<file path="config.mk">
export PLATFORM = sky130hd
export DESIGN_NAME = stream_demux
export DESIGN_NICKNAME = d
export VERILOG_FILES = /design/src/rtl/stream_demux_pkg.sv /design/src/rtl/stream_demux_slice.sv /design/src/rtl/stream_demux.sv
export SDC_FILE = /design/constraint.sdc
export NUM_CORES = 1
export LEC_CHECK = 0
export CORE_MARGIN = 4
export CORE_UTILIZATION = 30
export DETAILED_ROUTE_END_ITERATION = 16
export SYNTH_ARGS = -nofsm -noshare
export SYNTH_HDL_FRONTEND = slang
export SYNTH_HIERARCHICAL = 1
export SYNTH_SLANG_ARGS = --single-unit
</file>
<file path="constraint.sdc">
create_clock -name clk -period 3 [get_ports clk]
set_clock_uncertainty 0.15 [all_clocks]
set_input_delay 0.45 -clock clk [delete_from_list [all_inputs] [get_ports clk]]
set_output_delay 0.45 -clock clk [all_outputs]
set_load 0.02 [all_outputs]
</file>
<file path="src/rtl/stream_demux_pkg.sv">
// stream_demux_pkg
//   Shared types and helpers for the stream_demux block.
//   - state_t     : packet-lock FSM states (used only when STREAM_DEMUX_PKT_LOCK_EN
//                   is defined in the top module).
//   - sel_width_f : width of a select field able to address n channels.
package stream_demux_pkg;

  typedef enum logic [0:0] {
    IDLE   = 1'b0,
    IN_PKT = 1'b1
  } state_t;

  // A single channel still needs a 1-bit select so the port never collapses
  // to zero width.
  function automatic int sel_width_f(input int n);
    return (n > 1) ? $clog2(n) : 1;
  endfunction

endpackage

</file>
<file path="src/rtl/stream_demux_slice.sv">
// stream_demux_slice
//   One-entry valid/ready output register holding a beat (data + last) for a
//   single demux channel.
//   Ports:
//     clk, rst_n          clock, asynchronous active-low reset
//     load                write load_data/load_last this cycle
//     load_data/last      beat to store
//     out_ready           downstream consumer ready
//     out_data/last/valid registered channel outputs
//   A load takes priority over a drain, so a simultaneous load and drain keeps
//   out_valid high with the new beat. Data/last hold their value while idle.
module stream_demux_slice #(
  parameter int DATA_WIDTH = 8
) (
  input  logic                  clk,
  input  logic                  rst_n,
  input  logic                  load,
  input  logic [DATA_WIDTH-1:0] load_data,
  input  logic                  load_last,
  input  logic                  out_ready,
  output logic [DATA_WIDTH-1:0] out_data,
  output logic                  out_last,
  output logic                  out_valid
);

  logic [DATA_WIDTH-1:0] data_q, data_d;
  logic                  last_q, last_d;
  logic                  valid_q, valid_d;

  always_comb begin
    data_d  = data_q;
    last_d  = last_q;
    valid_d = valid_q;
    if (load) begin
      data_d  = load_data;
      last_d  = load_last;
      valid_d = 1'b1;
    end else if (out_ready) begin
      valid_d = 1'b0;
    end
  end

  always_ff @(posedge clk or negedge rst_n) begin
    if (!rst_n) begin
      data_q  <= '0;
      last_q  <= 1'b0;
      valid_q <= 1'b0;
    end else begin
      data_q  <= data_d;
      last_q  <= last_d;
      valid_q <= valid_d;
    end
  end

  assign out_data  = data_q;
  assign out_last  = last_q;
  assign out_valid = valid_q;

endmodule

</file>
<file path="src/rtl/stream_demux.sv">
// stream_demux
//   Registered, flow-controlled 1-to-NUM_OUTPUTS stream demultiplexer. Each
//   channel has a one-entry output register with its own backpressure. Beats
//   addressed to a nonexistent channel are accepted, discarded and counted.
//   Ports:
//     clk, rst_n      clock, asynchronous active-low reset
//     in_data/in_sel/in_last/in_valid/in_ready   input stream
//     out_data[NUM_OUTPUTS], out_last, out_valid, out_ready  per-channel streams
//     drop_pulse      one-cycle pulse per discarded beat
//     drop_cnt        saturating count of discarded beats
//   Optional feature: define STREAM_DEMUX_PKT_LOCK_EN to enable packet lock,
//   where the select of a packet's first beat routes the whole packet.
module stream_demux
  import stream_demux_pkg::*;
#(
  parameter int DATA_WIDTH  = 8,
  parameter int NUM_OUTPUTS = 16,
  parameter int SEL_WIDTH   = sel_width_f(NUM_OUTPUTS),
  parameter int CNT_WIDTH   = 16
) (
  input  logic                   clk,
  input  logic                   rst_n,
  input  logic [DATA_WIDTH-1:0]  in_data,
  input  logic [SEL_WIDTH-1:0]   in_sel,
  input  logic                   in_last,
  input  logic                   in_valid,
  output logic                   in_ready,
  output logic [DATA_WIDTH-1:0]  out_data [NUM_OUTPUTS],
  output logic [NUM_OUTPUTS-1:0] out_last,
  output logic [NUM_OUTPUTS-1:0] out_valid,
  input  logic [NUM_OUTPUTS-1:0] out_ready,
  output logic                   drop_pulse,
  output logic [CNT_WIDTH-1:0]   drop_cnt
);

  logic [SEL_WIDTH-1:0]   tgt;        // effective target channel
  logic [NUM_OUTPUTS-1:0] hit;        // one-hot decode of tgt; all-zero if out of range
  logic [NUM_OUTPUTS-1:0] chan_ready; // channel can take a beat this cycle
  logic [NUM_OUTPUTS-1:0] load;
  logic                   in_range;
  logic                   accept;
  logic                   drop;

  // ---------------------------------------------------------------------------
  // Target selection
  // ---------------------------------------------------------------------------
`ifdef STREAM_DEMUX_PKT_LOCK_EN
  state_t               state_q, state_d;
  logic [SEL_WIDTH-1:0] lock_sel_q, lock_sel_d;

  // Inside a packet the latched select wins; in_sel is ignored until the
  // last beat has been accepted.
  assign tgt = (state_q == IN_PKT) ? lock_sel_q : in_sel;

  always_comb begin
    state_d    = state_q;
    lock_sel_d = lock_sel_q;
    if (accept) begin
      case (state_q)
        IDLE: begin
          if (!in_last) begin
            state_d    = IN_PKT;
            lock_sel_d = in_sel;
          end
        end
        IN_PKT: begin
          if (in_last) state_d = IDLE;
        end
        default: state_d = IDLE;
      endcase
    end
  end

  always_ff @(posedge clk or negedge rst_n) begin
    if (!rst_n) begin
      state_q    <= IDLE;
      lock_sel_q <= '0;
    end else begin
      state_q    <= state_d;
      lock_sel_q <= lock_sel_d;
    end
  end
`else
  // Every beat is routed by its own select; in_last is only carried through.
  assign tgt = in_sel;
`endif

  // ---------------------------------------------------------------------------
  // Decode, handshake and channel registers
  // ---------------------------------------------------------------------------
  // Decoding against each existing channel index gives the range check for
  // free: a select beyond NUM_OUTPUTS-1 matches no channel.
  assign in_range = |hit;
  assign in_ready = in_range ? |(hit & chan_ready) : 1'b1;
  assign accept   = in_valid && in_ready;
  assign drop     = accept && !in_range;
  assign load     = hit & {NUM_OUTPUTS{accept}};

  generate
    for (genvar gi = 0; gi < NUM_OUTPUTS; gi++) begin : g_chan
      assign hit[gi]        = (tgt == SEL_WIDTH'(gi));
      assign chan_ready[gi] = !out_valid[gi] || out_ready[gi];

      stream_demux_slice #(
        .DATA_WIDTH (DATA_WIDTH)
      ) u_slice (
        .clk       (clk),
        .rst_n     (rst_n),
        .load      (load[gi]),
        .load_data (in_data),
        .load_last (in_last),
        .out_ready (out_ready[gi]),
        .out_data  (out_data[gi]),
        .out_last  (out_last[gi]),
        .out_valid (out_valid[gi])
      );
    end
  endgenerate

  // ---------------------------------------------------------------------------
  // Drop accounting
  // ---------------------------------------------------------------------------
  logic                 drop_pulse_q, drop_pulse_d;
  logic [CNT_WIDTH-1:0] drop_cnt_q, drop_cnt_d;

  always_comb begin
    drop_pulse_d = drop;
    drop_cnt_d   = drop_cnt_q;
    // Saturate at all-ones rather than wrapping back to zero.
    if (drop && (drop_cnt_q != {CNT_WIDTH{1'b1}})) begin
      drop_cnt_d = drop_cnt_q + 1'b1;
    end
  end

  always_ff @(posedge clk or negedge rst_n) begin
    if (!rst_n) begin
      drop_pulse_q <= 1'b0;
      drop_cnt_q   <= '0;
    end else begin
      drop_pulse_q <= drop_pulse_d;
      drop_cnt_q   <= drop_cnt_d;
    end
  end

  assign drop_pulse = drop_pulse_q;
  assign drop_cnt   = drop_cnt_q;

endmodule

</file>
==> run summary, run 1 <==
CTS tree: done
number of global-route vias before repair: 5270
die area: 0.02832 mm^2
CP Class: input port to output port
Synth cell types: 34
Comb pwr share: 33.4%
core area: 0.02525 mm^2
Min Hold Slack: 0.2287 ns
initial drt markers: 247
Final ANT Viol Nets: 0
Synth warnings: 6
busiest layer in global routing: met2
CP Cell Sequence: clkdlybuf4s50_1 > buf_4 > and2_2 > a221oi_1 > a211o_4 > nand4_1 > buf_4
cts bufs inserted: 17
post-synthesis sequential area ratio: 57.47%
Max Fclk: 341.8 MHz
Synth area leaders: dfrtp_1 57%, mux2_4 28%, buf_6 3.1%
worst hold endpoint: drop_cnt[7]
Least-Margin Pin Slew: 0.5937 ns
share of cells above drive strength 1: 37.22%
#FFs+latches synth: 177
Post-Route WL: 21.83 mm
Root Buffer: clkbuf_16
Internal Power: 5863 uW
number of setup buffers added after CTS: 0
maxcap violations: 0
Hold Crit Depth: 0
Std-Cell Rows: 58
synthesis-to-layout area growth: 44.76%
Num Clock Sinks: 177
global route overflow: 0
wire length per cell: 20.77 um
crit-path max cell delay: 0.45 ns
hold_sp: drop_cnt[7]
GR Layer Usage met3: 5.283%
clock tree buffer depth: 2
Max IR drop VDD: 0.3053 mV
Pwr Density: 756.6 mW/mm^2
clock share of power: 28.3%
CP dominant cell by count: buf_4
Total Routing Usage GR: 15.43%
Syn Area/Cell: 16.40 um^2
fill count: 2256
Setup crit start kind: input port
chip width: 168.3 um
vias per cell: 4.506
leak pwr: 0.004969 uW
Reg-to-Reg End: g_chan[3].u_slice/out_data[6]
Clock Latency Late Sink: 0.42 ns
Nets: 739
Crit. Startpoint: in_sel[0]
Crit. End Element: output port
endpoints failing hold: 0
pin count of the biggest net entering global routing: 67
htree depth: 4
Mapped Nets: 502
GRT met2 Usage: 24.11%
switching power: 2579 uW
Sw Ratio: 30.55%
post-synth top area share: 57.47%
grt met1 use: 20.47%
Critical-path top delay cell: clkdlybuf4s50_1
Pwr Total: 8442 uW
Pins Over Slew Limit: 0
CP Data Required Time: 2.40 ns
die height: 168.3 um
PortBufs: 209
RR Startpoint: g_chan[4].u_slice/out_valid
final period utilization: 97.51%
worst r2r path cells: 6
Setup Viol. Count Final: 0
max_slew headroom: 60.30%
sequential share of power: 38.3%
io pins: 210
status: complete, no violations
Clk pin slew, worst setup/hold paths: 0.07 ns
min-delay worst type: register to register
DP HPWL: 14.95 mm
area of the mapped netlist: 0.007707 mm^2
Cells after Synth: 470
initial antenna violation count: 1
leading area contributor after synthesis: dfrtp_1
first-pass GRT wire length: 33.20 mm
DRC violation count after routing: 0
CP Max Fanout: 17
GP Congestion: 0.7818
Vias: 4736
Tmin final: 2.925 ns
R2R setup slack: 0.40 ns
Crit path arrival time: 2.33 ns
RSZ-0062 raised after global routing: false
initial core utilization: 30.52%
drt pass-1 iters: 4
==> worst max path at each step <==
stage                                           to  slack, ns  cells past startpoint
floorplan           g_chan[10].u_slice/out_data[0]       0.53                      7
global placement     g_chan[0].u_slice/out_data[3]      -0.07                      6
detailed placement  g_chan[13].u_slice/out_data[3]       -0.1                      9
CTS                                       in_ready       0.06                      7
global route                              in_ready      0.003                      7
finish                                    in_ready       0.07                      7
==> per-stage QoR <==
stage / TNS (ns) / utilization, % / worst slack, ns / instances / cell area (um^2)
6_report: 0 / 44.18 / 0.07470 / 1051 / 11160
5_1_grt: 0 / 44.17 / 0.002863 / 1050 / 11150
4_1_cts: 0 / 44.16 / 0.06229 / 1050 / 11150
3_5_place_dp: -7.090 / 41.63 / -0.09655 / 1017 / 10510
3_3_place_gp: -4.203 / 41.63 / -0.06610 / 1017 / 10510
2_1_floorplan: 0 / - / 0.5280 / 470 / 7707
==> power by group through the flow <==
stage | registers [uW] | logic [uW] | clock network (uW)
CTS | 3230 | 2860 | 2470
global route | 3300 | 2950 | 2570
global placement | 3250 | 2820 | 0
finish | 3230 | 2820 | 2390
detailed placement | 3260 | 2850 | 0
floorplan | 3850 | 814 | 0
==> routing by layer <==
metal	wire length [um]	vias up
met2	10390	151
met4	317	2
li1	-	2119
met1	9549	2447
met5	13	-
met3	1561	17
==> final cells by class <==
| cell class | count | area [um^2] | share of cell area [%] |
|---|---|---|---|
| Antenna cell | 1 | 2.502 | 0.02243 |
| Clock buffer | 18 | 439.2 | 3.936 |
| Clock inverter | 14 | 191.4 | 1.716 |
| Inverter | 21 | 78.83 | 0.7065 |
| Multi-Input combinational cell | 229 | 2904 | 26.03 |
| Sequential cell | 177 | 4429 | 39.70 |
| Tap cell | 330 | 412.9 | 3.701 |
| Timing Repair Buffer | 261 | 2699 | 24.19 |
==> kinds of logic (layout without fill, tap and decap cells) <==
logic type	count (synthesis)	count (layout)	synth area share [%]
mux	145	145	28.34
other cells	1	2	0.04865
compound gates	44	44	5.796
buf+inv	64	314	5.260
simple gates	39	39	3.085
flops	177	177	57.47
==> sequential cells by signal (all words and copies together), names as in the netlist <==
signal and count:
g_chan.u_slice/out_data 128, drop_cnt 16, g_chan.u_slice/out_last 16, g_chan.u_slice/out_valid 16, drop_pulse 1
==> Yosys cell counts <==
cell type and n:
nand3_1 16, mux4_2 1, nor4_1 1, conb_1 1, a221o_1 1, nor2b_4 1
a21oi_1 2, and3b_1 1, nand4_1 1, a41oi_2 9, and2b_2 2, a221oi_1 1
inv_1 21, a311o_1 1, o21ai_1 2, buf_4 1, a21o_2 16, buf_2 2
nor2_1 1, a211o_4 1, clkbuf_2 1, dfrtp_1 177, and2_1 2, o21ai_2 3
mux2_4 144, a41oi_1 7, nor2b_1 5, clkbuf_1 18, and3_1 1, nor2_2 1
nand2b_1 6, nor3b_1 1, a31oi_1 1, buf_6 21
==> repair_timing <==
action                     CTS  global route
hold buffers                 1             0
hold endpoints to repair    59             0
gates resized for setup      0             1
setup endpoints to repair    0             1
==> placed cells by master (no fill, tap or decap), types with 2 or more instances in the layout <==
| cell type | synthesis | layout |
|---|---|---|
| clkdlybuf4s50_1 | 0 | 207 |
| dfrtp_1 | 177 | 177 |
| mux2_4 | 144 | 144 |
| buf_4 | 1 | 35 |
| inv_1 | 21 | 21 |
| clkbuf_16 | 0 | 17 |
| buf_12 | 0 | 17 |
| nand3_1 | 16 | 16 |
| a21o_2 | 16 | 16 |
| a41oi_2 | 9 | 13 |
| nand2b_1 | 6 | 6 |
| nor2b_1 | 5 | 5 |
| inv_8 | 0 | 4 |
| o21ai_2 | 3 | 3 |
| a41oi_1 | 7 | 3 |
| bufinv_16 | 0 | 3 |
| inv_6 | 0 | 3 |
| and2b_2 | 2 | 2 |
| a21oi_1 | 2 | 2 |
| o21ai_1 | 2 | 2 |
| clkinv_4 | 0 | 2 |
| clkbuf_8 | 0 | 2 |
==> worst max-delay path, delay by kind of cell <==
kind / cells / cell delay (ns)
buffers and inverters: 3 / 0.84
AO/OA/AOI/OAI: 2 / 0.65
AND/OR/NAND/NOR: 2 / 0.38
Power figures use the tool's default switching activity.
==> run 2, diff against run 1 <==
==> constraint.sdc (replaced) <==
create_clock -name clk -period 3 [get_ports clk]
set_clock_uncertainty 0.15 [all_clocks]
set_input_delay 0.3 -clock clk [delete_from_list [all_inputs] [get_ports clk]]
set_output_delay 0.3 -clock clk [all_outputs]
set_load 0.1 [all_outputs]
==> run summary, run 2 (same netlist as run 1, synthesis figures left out) <==
status: complete, no violations
leak pwr: 0.005131 uW
final setup TNS: 0 ns
RR Startpoint: g_chan[4].u_slice/out_valid
cell area after layout: 0.01062 mm^2
Final ANT Viol Nets: 0
worst r2r path cells: 6
Least-Margin Pin Slew: 0.9844 ns
Pwr Total: 11270 uW
Max Fclk: 349.8 MHz
Crit. End Element: output port
initial drt markers: 171
CP Cell Sequence: nor2b_1 > mux4_2 > a211o_4 > nand4_1 > buf_12
DRC violation count after routing: 0
max_slew headroom: 34.17%
pin count of the biggest net entering global routing: 70
first-pass GRT wire length: 32.76 mm
most common cell after layout, fill and taps aside: buf_4
Total Routing Usage GR: 15.28%
Critical path buffers and inverters: 1
min-delay worst type: register to register
Num Clock Sinks: 177
Post-Route WL: 21.74 mm
Pwr Density: 1061 mW/mm^2
RSZ-0062 raised after global routing: false
commonest non-fill, non-tap cells in the layout: 198 x buf_4, 166 x dfrtp_1, 144 x mux2_4, 30 x clkdlybuf4s50_1, 21 x inv_1
endpoints failing hold: 0
synthesis-to-layout area growth: 37.82%
Nets: 727
number of flip-flops in the largest register: 128
initial core utilization: 30.52%
Vias: 4621
Stages on worst setup path: 5
Max IR drop VDD: 0.5948 mV
Setup crit start kind: register
htree depth: 4
io pins: 210
post_cts resized: 0
Crit. Startpoint: g_chan[4].u_slice/out_valid
Tmin final: 2.859 ns
chip width: 168.3 um
fill count: 2341
Reg-to-Reg End: g_chan[0].u_slice/out_data[1]
die height: 168.3 um
die area: 0.02832 mm^2
wire length per cell: 20.95 um
share of cells above drive strength 1: 62.57%
Critical-path top delay cell: dfrtp_4
cts bufs inserted: 17
clock tree buffer depth: 2
global route overflow: 0
PortBufs: 209
R2R setup slack: 0.37 ns
drt pass-1 iters: 4
final period utilization: 95.29%
Crit path arrival time: 2.41 ns
CP Max Fanout: 17
DP Area: 0.01003 mm^2
maxcap violations: 0
vias per cell: 4.452
CP Class: register to output port
number of global-route vias before repair: 5006
CTS tree: done
Std-Cell Rows: 58
GP Congestion: 0.8422
Pins Over Slew Limit: 0
crit-path leading delay family: flip-flops
Clock Latency Late Sink: 0.42 ns
CP Data Required Time: 2.55 ns
initial antenna violation count: 0
Clk pin slew, worst setup/hold paths: 0.07 ns
Root Buffer: clkbuf_16
crit-path max cell delay: 0.48 ns
ANT cells: 0
core area: 0.02525 mm^2
DP HPWL: 14.89 mm
Setup Viol. Count Final: 0
worst setup path end: in_ready
## run 2: worst min path at each step
stage / depth (start not counted) / endpoint / start
finish: 0 / drop_cnt[12] / drop_cnt[12]
global route: 0 / drop_cnt[7] / drop_cnt[7]
CTS: 0 / drop_cnt[12] / drop_cnt[12]
detailed placement: 1 / drop_cnt[6] / rst_n
global placement: 1 / drop_cnt[6] / rst_n
floorplan: 0 / drop_cnt[0] / rst_n
## run 2: what timing repair did
action | 4_1_cts | 5_1_grt
setup buffers | 0 | 0
hold endpoints to repair | 67 | 0
hold buffers | 1 | 0
## run 2: routing by layer
layer  up-vias  routed length [um]  track usage, %
li1       2083                   -               -
met1      2405                9727           20.38
met2       121               10640           25.05
met3        12                1118           4.039
met4         0                 258           3.564
met5         -                   0               0
## run 2: layout make-up
class / instances / area [um^2] / share of cell area (%)
inverters: 21 / 78.83 / 0.7420
clock inverters: 14 / 145.1 / 1.366
flip-flops and latches: 177 / 4453 / 41.92
repair buffers: 249 / 2191 / 20.62
multi-input cells: 229 / 2903 / 27.33
clock buffers: 18 / 439.2 / 4.134
well taps: 330 / 412.9 / 3.887
## run 2: stage by stage
stage | setup slack [ns] | instances | util, % | hold WS (ns)
finish | 0.1413 | 1038 | 42.06 | 0.2284
global route | 0.05661 | 1038 | 42.06 | 0.2397
CTS | 0.09106 | 1038 | 42.06 | 0.2342
detailed placement | 0.04632 | 1005 | 39.71 | 0.1949
global placement | 0.07314 | 1005 | 39.71 | 0.1842
floorplan | 0.009055 | 470 | - | -0.1456
## run 2: where the power goes
group	switching [uW]	internal (uW)	leakage, uW
sequential	357	2900	0.00224
clock	1070	1130	0.000280
combinational	4420	1390	0.00261
total	5850	5420	0.00513
## run 2: worst register-to-register path: stages (launching register included)
cell and delay [ns]:
dfrtp_4 0.48, nor2b_1 0.16, mux4_2 0.47, a211o_4 0.45, a41oi_1 0.23, buf_4 0.26
mux2_4 0.31
==> run 3, diff against run 2 <==
--- a/config.mk
+++ b/config.mk
@@ -5,9 +5,10 @@
 export SDC_FILE = /design/constraint.sdc
 export NUM_CORES = 1
 export LEC_CHECK = 0
-export CORE_MARGIN = 4
+export CORE_MARGIN = 2
 export CORE_UTILIZATION = 30
 export DETAILED_ROUTE_END_ITERATION = 16
+export DONT_BUFFER_PORTS = 1
 export SYNTH_ARGS = -nofsm -noshare
 export SYNTH_HDL_FRONTEND = slang
 export SYNTH_HIERARCHICAL = 1
==> run summary, run 3 (same netlist as run 1, synthesis figures left out) <==
status: finished with violations
failing checks: hold timing
Max Fclk: 350.5 MHz
Setup crit start kind: register
die area: 0.02699 mm^2
switching power: 5553 uW
Final ANT Viol Nets: 0
vias per cell: 4.707
commonest non-fill, non-tap cells in the layout: 166 x dfrtp_1, 144 x mux2_4, 32 x buf_4, 23 x dlygate4sd3_1, 21 x inv_1
RSZ-0062 raised after global routing: false
crit-path max cell delay: 0.49 ns
Num Clock Sinks: 177
worst slack at placement: 0.3077 ns
synthesis-to-layout area growth: 15.39%
most common cell after layout, fill and taps aside: dfrtp_1
number of global-route vias before repair: 4316
Internal Power: 4636 uW
CP Max Fanout: 17
core area: 0.02518 mm^2
Least-Margin Pin Slew: 1.167 ns
number of flip-flops in the largest register: 128
ANT cells: 0
Comb pwr share: 10.5%
Root Buffer: clkbuf_16
drt pass-1 iters: 4
GRT met2 Usage: 26.06%
Nets: 536
final period utilization: 95.09%
Pins Over Slew Limit: 0
Std-Cell Rows: 58
clock share of power: 20.3%
PortBufs: 0
Total Routing Usage GR: 15.60%
CP Cell Sequence: nor2b_1 > mux4_2 > a211o_4 > nand4_1 > buf_6
Post-CTS Hold Fix Bufs: 25
final setup TNS: 0 ns
share of cells above drive strength 1: 49.52%
sequential share of power: 69.2%
Pwr Density: 1146 mW/mm^2
io pins: 210
Post-Route WL: 20.81 mm
chip width: 164.3 um
min-delay worst type: input port to async pin
grt met1 use: 19.65%
Tmin final: 2.853 ns
htree depth: 4
Setup Viol. Count Final: 0
initial antenna violation count: 0
Critical-path top delay cell: mux4_2
Max IR drop VDD: 0.4586 mV
Sw Ratio: 54.50%
endpoints failing hold: 177
Clk pin slew, worst setup/hold paths: 0.07 ns
clock tree buffer depth: 2
max_slew headroom: 21.92%
final worst slack: 0.1472 ns
CP Class: register to output port
DP HPWL: 13.43 mm
wire length per cell: 24.57 um
GP Congestion: 0.7706
pin count of the biggest net entering global routing: 178
busiest layer in global routing: met2
die height: 164.3 um
CP Data Required Time: 2.55 ns
Clock Latency Late Sink: 0.42 ns
initial core utilization: 30.61%
fill count: 2369
cts bufs inserted: 17
Crit path arrival time: 2.40 ns
Crit. End Element: output port
leak pwr: 0.004098 uW
CTS tree: done
first-pass GRT wire length: 30.29 mm
maxcap violations: 0
Min Hold Slack: -0.5786 ns
global route overflow: 0
Vias: 3987
GR Layer Usage met3: 4.571%
initial drt markers: 242
DRC violation count after routing: 0
run 3: changes by cell type in the layout (fill, tap and decap cells not counted), sizes merged:
cell | previous run | this run
buf | 217 | 35
clkdlybuf4s50 | 30 | 0
dlygate4sd3 | 1 | 23
clkbuf | 19 | 21
clkinv | 6 | 4
inv | 27 | 25
clkinvlp | 2 | 3
run 3: path summary, 6_finish.rpt:
check                                       startpoint                        endpoint  slack [ns]  cells after the start
setup / recovery           g_chan[7].u_slice/out_valid                        in_ready        0.15                      5
hold / removal                                   rst_n                     drop_cnt[7]       -0.58                      0
setup reg to reg           g_chan[7].u_slice/out_valid   g_chan[5].u_slice/out_data[1]        0.33                      6
hold reg to reg            g_chan[9].u_slice/out_valid     g_chan[9].u_slice/out_valid        0.69                      2
max in group asynchronous                        rst_n     g_chan[7].u_slice/out_valid        3.04                      0
min in group clk                            in_data[4]  g_chan[13].u_slice/out_data[4]        0.08                      2
run 3: area by class of cell:
cell class / count / area, um^2 / share of cell area [%]
clock buffer: 21 / 450.4 / 5.065
clock inverter: 11 / 81.33 / 0.9145
inverter: 21 / 78.83 / 0.8863
multi-input combinational: 229 / 2895 / 32.55
sequential: 177 / 4453 / 50.07
tap: 330 / 412.9 / 4.643
timing repair buffer: 58 / 521.8 / 5.867
run 3: through the flow:
step	hold WS [ns]	utilization, %	area [um^2]	std cells	power [uW]
floorplan	-0.1456	-	7731	470	7837
detailed placement	-0.1432	32.12	8088	790	8086
finish	-0.5786	35.32	8894	847	10190
global route	-0.6200	35.32	8894	847	10510
CTS	-0.6091	35.30	8890	847	10290
global placement	-0.1419	32.12	8088	790	8027
run 3: metal layers:
| layer | vias up | part of all wire (%) |
|---|---|---|
| met4 | 0 | 0.99 |
| li1 | 1707 | - |
| met5 | - | 0 |
| met1 | 2134 | 41 |
| met3 | 8 | 6.4 |
| met2 | 138 | 51 |
run 3: worst max-delay path, delay by kind of cell, from the launching register on:
| kind | cells | cell delay [ns] |
|---|---|---|
| buf+inv | 1 | 0.26 |
| mux | 1 | 0.49 |
| simple gates | 2 | 0.31 |
| compound gates | 1 | 0.45 |
| flops | 1 | 0.47 |
run 3: power groups by stage:
| stage | clock network (uW) | logic, uW | registers [uW] |
|---|---|---|---|
| finish | 2070 | 1070 | 7050 |
| global route | 2270 | 1130 | 7110 |
| CTS | 2150 | 1070 | 7060 |
| detailed placement | 0 | 984 | 7100 |
| global placement | 0 | 946 | 7080 |
| floorplan | 0 | 855 | 6980 |
run 3: timing repair:
item / CTS / global route
endpoints found under the setup margin: 0 / 1
hold endpoints to repair: 337 / 177
buffers inserted: 0 / 0
gates resized for setup: 0 / 1
